[src/rtl/rf_wb_arbiter_if.sv]
// rtl/rf_wb_arbiter_if.sv - write-back sources, scoreboard and register-file write port bundle
interface rf_wb_arbiter_if #(
  parameter int DW = 32,
  parameter int AW = 5
);
  logic                s0_valid;
  logic [AW-1:0]       s0_addr;
  logic [DW-1:0]       s0_data;
  logic                s0_ready;
  logic                s1_valid;
  logic [AW-1:0]       s1_addr;
  logic [DW-1:0]       s1_data;
  logic                s1_ready;
  logic                rsv_en;
  logic [AW-1:0]       rsv_addr;
  logic [(1<<AW)-1:0]  busy_o;
  logic                rf_we;
  logic [AW-1:0]       rf_wa;
  logic [DW-1:0]       rf_wd;

  modport master (
    output s0_valid, s0_addr, s0_data, s1_valid, s1_addr, s1_data, rsv_en, rsv_addr,
    input  s0_ready, s1_ready, busy_o, rf_we, rf_wa, rf_wd
  );

  modport slave (
    input  s0_valid, s0_addr, s0_data, s1_valid, s1_addr, s1_data, rsv_en, rsv_addr,
    output s0_ready, s1_ready, busy_o, rf_we, rf_wa, rf_wd
  );
endinterface

[src/rtl/rf_wb_arbiter.sv]
// rtl/rf_wb_arbiter.sv - round-robin write-back arbiter with source-1 destination scoreboard
module rf_wb_arbiter #(
  parameter int DW = 32,
  parameter int AW = 5
) (
  input  logic           clk,
  input  logic           rst,
  rf_wb_arbiter_if.slave bus
);
  localparam int NR = 1 << AW;

  logic [NR-1:0] busy;
  logic [NR-1:0] busy_next;
  logic          last_grant;
  logic          s0_elig;
  logic          s1_elig;
  logic          grant0;
  logic          grant1;
  logic [AW-1:0] win_addr;
  logic [DW-1:0] win_data;
  logic          rf_we_q;
  logic [AW-1:0] rf_wa_q;
  logic [DW-1:0] rf_wd_q;

  // last_grant=1 means source 1 won most recently, so source 0 takes the next tie
  always_comb begin
    s0_elig  = bus.s0_valid && ((bus.s0_addr == '0) || !busy[bus.s0_addr]);
    s1_elig  = bus.s1_valid;
    grant0   = !rst && s0_elig && (!s1_elig || last_grant);
    grant1   = !rst && s1_elig && (!s0_elig || !last_grant);
    win_addr = grant1 ? bus.s1_addr : bus.s0_addr;
    win_data = grant1 ? bus.s1_data : bus.s0_data;
  end

  // Set is applied after clear so a same-cycle reservation keeps the register busy
  always_comb begin
    busy_next = busy;
    if (grant1) begin
      busy_next[bus.s1_addr] = 1'b0;
    end
    if (bus.rsv_en && (bus.rsv_addr != '0)) begin
      busy_next[bus.rsv_addr] = 1'b1;
    end
  end

  always_ff @(posedge clk or posedge rst) begin
    if (rst) begin
      busy       <= '0;
      last_grant <= 1'b1;
      rf_we_q    <= 1'b0;
      rf_wa_q    <= '0;
      rf_wd_q    <= '0;
    end else begin
      busy <= busy_next;
      if (grant0 || grant1) begin
        last_grant <= grant1;
        rf_we_q    <= (win_addr != '0);
        rf_wa_q    <= win_addr;
        rf_wd_q    <= win_data;
      end else begin
        rf_we_q <= 1'b0;
      end
    end
  end

  assign bus.s0_ready = grant0;
  assign bus.s1_ready = grant1;
  assign bus.busy_o   = busy;
  assign bus.rf_we    = rf_we_q;
  assign bus.rf_wa    = rf_wa_q;
  assign bus.rf_wd    = rf_wd_q;
endmodule

[src/flat_wrapper.sv]
// flat-port wrapper written by rule: the top's interface ports become plain ports
module rf_wb_arbiter_flat 
#(
  parameter int DW = 32,
  parameter int AW = 5
)
  (clk, rst, bus_s0_valid, bus_s0_addr, bus_s0_data, bus_s1_valid, bus_s1_addr, bus_s1_data, bus_rsv_en, bus_rsv_addr, bus_s0_ready, bus_s1_ready, bus_busy_o, bus_rf_we, bus_rf_wa, bus_rf_wd);
  rf_wb_arbiter_if #(.DW(DW), .AW(AW)) bus_i ();
  input  logic clk;
  input  logic rst;
  input wire logic [$bits(bus_i.s0_valid)-1:0] bus_s0_valid;
  input wire logic [$bits(bus_i.s0_addr)-1:0] bus_s0_addr;
  input wire logic [$bits(bus_i.s0_data)-1:0] bus_s0_data;
  input wire logic [$bits(bus_i.s1_valid)-1:0] bus_s1_valid;
  input wire logic [$bits(bus_i.s1_addr)-1:0] bus_s1_addr;
  input wire logic [$bits(bus_i.s1_data)-1:0] bus_s1_data;
  input wire logic [$bits(bus_i.rsv_en)-1:0] bus_rsv_en;
  input wire logic [$bits(bus_i.rsv_addr)-1:0] bus_rsv_addr;
  output wire logic [$bits(bus_i.s0_ready)-1:0] bus_s0_ready;
  output wire logic [$bits(bus_i.s1_ready)-1:0] bus_s1_ready;
  output wire logic [$bits(bus_i.busy_o)-1:0] bus_busy_o;
  output wire logic [$bits(bus_i.rf_we)-1:0] bus_rf_we;
  output wire logic [$bits(bus_i.rf_wa)-1:0] bus_rf_wa;
  output wire logic [$bits(bus_i.rf_wd)-1:0] bus_rf_wd;
  assign bus_i.s0_valid = bus_s0_valid;
  assign bus_i.s0_addr = bus_s0_addr;
  assign bus_i.s0_data = bus_s0_data;
  assign bus_i.s1_valid = bus_s1_valid;
  assign bus_i.s1_addr = bus_s1_addr;
  assign bus_i.s1_data = bus_s1_data;
  assign bus_i.rsv_en = bus_rsv_en;
  assign bus_i.rsv_addr = bus_rsv_addr;
  assign bus_s0_ready = bus_i.s0_ready;
  assign bus_s1_ready = bus_i.s1_ready;
  assign bus_busy_o = bus_i.busy_o;
  assign bus_rf_we = bus_i.rf_we;
  assign bus_rf_wa = bus_i.rf_wa;
  assign bus_rf_wd = bus_i.rf_wd;
  rf_wb_arbiter #(.DW(DW), .AW(AW)) u_core (.clk(clk), .rst(rst), .bus(bus_i));
endmodule
[config.mk]
export PLATFORM = sky130hd
export DESIGN_NAME = rf_wb_arbiter_flat
export DESIGN_NICKNAME = d
export VERILOG_FILES = /design/src/rtl/rf_wb_arbiter_if.sv /design/src/rtl/rf_wb_arbiter.sv /design/src/flat_wrapper.sv
export SDC_FILE = /design/constraint.sdc
export NUM_CORES = 1
export LEC_CHECK = 0
export ABC_AREA = 1
export CORE_ASPECT_RATIO = 0.5
export CORE_MARGIN = 4
export CORE_UTILIZATION = 40
export CTS_CLUSTER_DIAMETER = 120
export DETAILED_ROUTE_END_ITERATION = 10
export GPL_TIMING_DRIVEN = 0
export PLACE_DENSITY = 0.79
export SETUP_SLACK_MARGIN = 0.5
export SLEW_MARGIN = 25
export SYNTH_ARGS = -nofsm -noshare
export SYNTH_HDL_FRONTEND = slang
export SYNTH_SLANG_ARGS = --single-unit
export TNS_END_PERCENT = 50
[constraint.sdc]
create_clock -name clk -period 4.25 [get_ports clk]
set_clock_uncertainty 0.05 [all_clocks]
set_input_delay 0.85 -clock clk [delete_from_list [all_inputs] [get_ports clk]]
set_output_delay 0.85 -clock clk [all_outputs]
set_load 0.01 [all_outputs]
==> flow_metrics.tcl <==
set metrics [dict create \
    outcome "finished clean" \
    drt_iter0_markers 403 \
    worstPathCellList "clkdlybuf4s50_1, buf_6, nand3_1, nand2_1, nand2_1, nand3_1, nand3_1, nand4_4, nand2_4, inv_8, buf_4, clkbuf_2" \
    syn_nets 573 \
    cts_inserted_buffers 9 \
    synth_fa_ha_area_share_pct 0 \
    vias_per_cell 5.267 \
    fmax_mhz 276.4 \
    diodes 0 \
    cts.sinks 71 \
    cts_buffer_depth 2 \
    routed_wl_mm 12.68 \
    met2_usage_pct 40.07 \
    worst_r2r_path_depth 16 \
    synth-compound-area-share_pct 18.76 \
    crit_path_start_kind "input pin" \
    holdBufCountCts 0 \
    layout_commonest_cell "clkdlybuf4s50_1" \
    syn_inst 489 \
    drcViolationCount 0 \
    synthXorXnorAreaFrac_pct 0 \
    grt.total_usage_pct 23.28 \
    ant_nets 0 \
    rrSetupSlack_ps 1930 \
    die_w_um 143.3 \
    htree_num_levels 3 \
    endpoint "bus_s1_ready" \
    met3_usage_pct 6.520 \
    arrival_ps 2720 \
    synthDistinctLibCells 20 \
    ys_ff_latch 71 \
    final_cell_mix "clkdlybuf4s50_1, nand2_1, dfrtp_1" \
    required_ps 3350 \
    cp_slowest_cell "clkdlybuf4s50_1" \
    synthMuxAreaShare_pct 0 \
    syn_avg_cell_area_um2 7.487 \
    dp_hpwl_mm 9.244 \
    antenna_found_initial 0 \
    grt_pass1_wl_mm 19.53 \
    grt_max_degree 32 \
    post-route-period-util_pct 85.11 \
    final_net_count 745 \
    finalWeightedCongestion 0.9268 \
    power_density_nw_per_um2 444.8 \
    gr-total-overflow 0 \
    crit_path_end_kind "primary output" \
    min_period_ps 3617 \
    worst_slew_pin_slew_ps 785.9 \
    cp-startpoint "bus_s0_addr[1]" \
    cp_num_cells 12 \
    power_leakage_uw 0.002523 \
    worst-path-max-fanout 10 \
    cp_common_cell "nand3_1" \
    die_area_um2 10840 \
    critPathKind "in -> out" \
    crit_family "buffers and inverters" \
    final_cell_area_um2 5731 \
    setup_viol_count_final 0 \
    cts.root.buffer_cell "clkbuf_16" \
    multiInputGateArea_um2 1618 \
    grt_pass1_vias 3838 \
    whs_path_depth 2 \
    cts_tree "built" \
    cpPeakStageDelay_ps 530 \
    yosys.area_share.simple_pct 25.12 \
    place.port_buffers 154 \
    dpl_cell_area_um2 5400 \
    area.growth.synth_to_final_pct 56.53 \
    drv_cap 0 \
    synth-warning-count 0 \
    use_met1_pct 29.94 \
    hp-class "reg -> reg" \
    fp-row-count 24 \
    synth_ff_type "dfrtp_1" \
    synthesis.area_um2 3661 \
    ff_latch_area_um2 1778 \
    drt_first_pass_iters 5 \
    wire_per_inst_um 16.26 \
    synth-edff-count 0 \
    rsz0062_at_grt "false" \
    peakVddDrop_mv 0.2453 \
    grt_busiest_layer "met2" \
    die_h_um 75.65 \
    maxSlewHeadroom_pct 47.41 \
    ios 156 \
    power_uw 2549 \
    synthArstFlopShare_pct 100.0 \
    seq_area_frac_synth_pct 48.56 \
    timing.rr.end "u_core.bus.rf_wd[17]" \
    fill_cells 767 \
    clkTransAtPathRegs_ps 50 \
    core_area_um2 8798 \
    cp_num_buf_inv 5 \
    drive_gt1_share_pct 7.240 \
    initial_core_util_pct 41.61 \
    hold_viol_final 0 \
    clk_latency_ps 330 \
    synth_top_family_by_area "simple AND/OR/NAND/NOR gates" \
    route.vias.total 4108 \
    drv_slew 0 \
    reg2reg_from "u_core.bus.busy_o[7]" \
]
## cell type report
type | count | share of cell area [%]
Sequential cell | 71 | 31.03
Timing Repair Buffer | 161 | 28.21
Tap cell | 117 | 2.555
Inverter | 37 | 2.707
Buffer | 21 | 2.533
Clock buffer | 12 | 4.651
Clock inverter | 1 | 0.08734
Multi-Input combinational cell | 360 | 28.23
## metrics by stage
step,TNS (ps),instances,utilization (%),worst slack (ps),hold WS (ps)
2_1_floorplan,0,489,-,890.2,406.6
3_3_place_gp,-721.5,760,60.84,-721.5,418.9
3_5_place_dp,0,762,61.38,11.15,423.5
4_1_cts,0,776,64.63,420.1,433.9
5_1_grt,0,780,65.13,515.8,459.3
6_report,0,780,65.13,632.6,437.2
## cells in the mapped netlist, drive strengths merged, types with 5 or more instances
cell type	number	area share (%)
buf	16	3.1
dfrtp	70	48
nand2	131	14
nor2	51	5.7
nor3	8	1.1
inv	37	3.9
clkbuf	5	0.51
o21ai	104	14
a21oi	32	4.4
nand3	32	4.4
## tightest hold or removal path, stage by stage, from the launching register on
cell and delay, ps:
dfrtp_1 330, nand2_1 50, o21ai_1 60
## per-layer routing
layer  part of all wire, %  routed length (um)  vias to the layer above
li1                      -                   -                     1949
met1                    41                5170                     1932
met2                    48                6066                      208
met3                   9.9                1261                       19
met4                   1.4                 182                        0
met5                     0                   0                        -
## worst min path at each step
stage	start	to
6_report	u_core.bus.rf_wd[27]	u_core.bus.rf_wd[27]
5_1_grt	u_core.bus.rf_wa[3]	u_core.bus.rf_wa[3]
4_1_cts	u_core.last_grant	u_core.last_grant
3_5_place_dp	u_core.last_grant	u_core.last_grant
3_3_place_gp	u_core.last_grant	u_core.last_grant
2_1_floorplan	u_core.last_grant	u_core.last_grant
## what timing repair did
action / 4_1_cts / 5_1_grt
setup buffers: 1 / 4
pin swaps: 0 / 1
resized for setup: 7 / 9
endpoints found under the setup margin: 2 / 2
## cell families (layout without fill, tap and decap cells)
family,Yosys count,after routing
simple gates,223,223
compound gates,137,137
flops,71,71
buf+inv,58,232
## state kept, by name (all words and copies together) (netlist names)
name	flops
u_core.bus.busy_o	32
u_core.bus.rf_we	1
u_core.last_grant	1
u_core.bus.rf_wa	5
u_core.bus.rf_wd	32
## power by group
group	switching (uW)	internal, uW	leakage, uW
Combinational	413	480	0.00155
Clock	268	432	0.000136
Sequential	112	845	0.000835
Note: power is estimated with default switching activity, not from simulation.
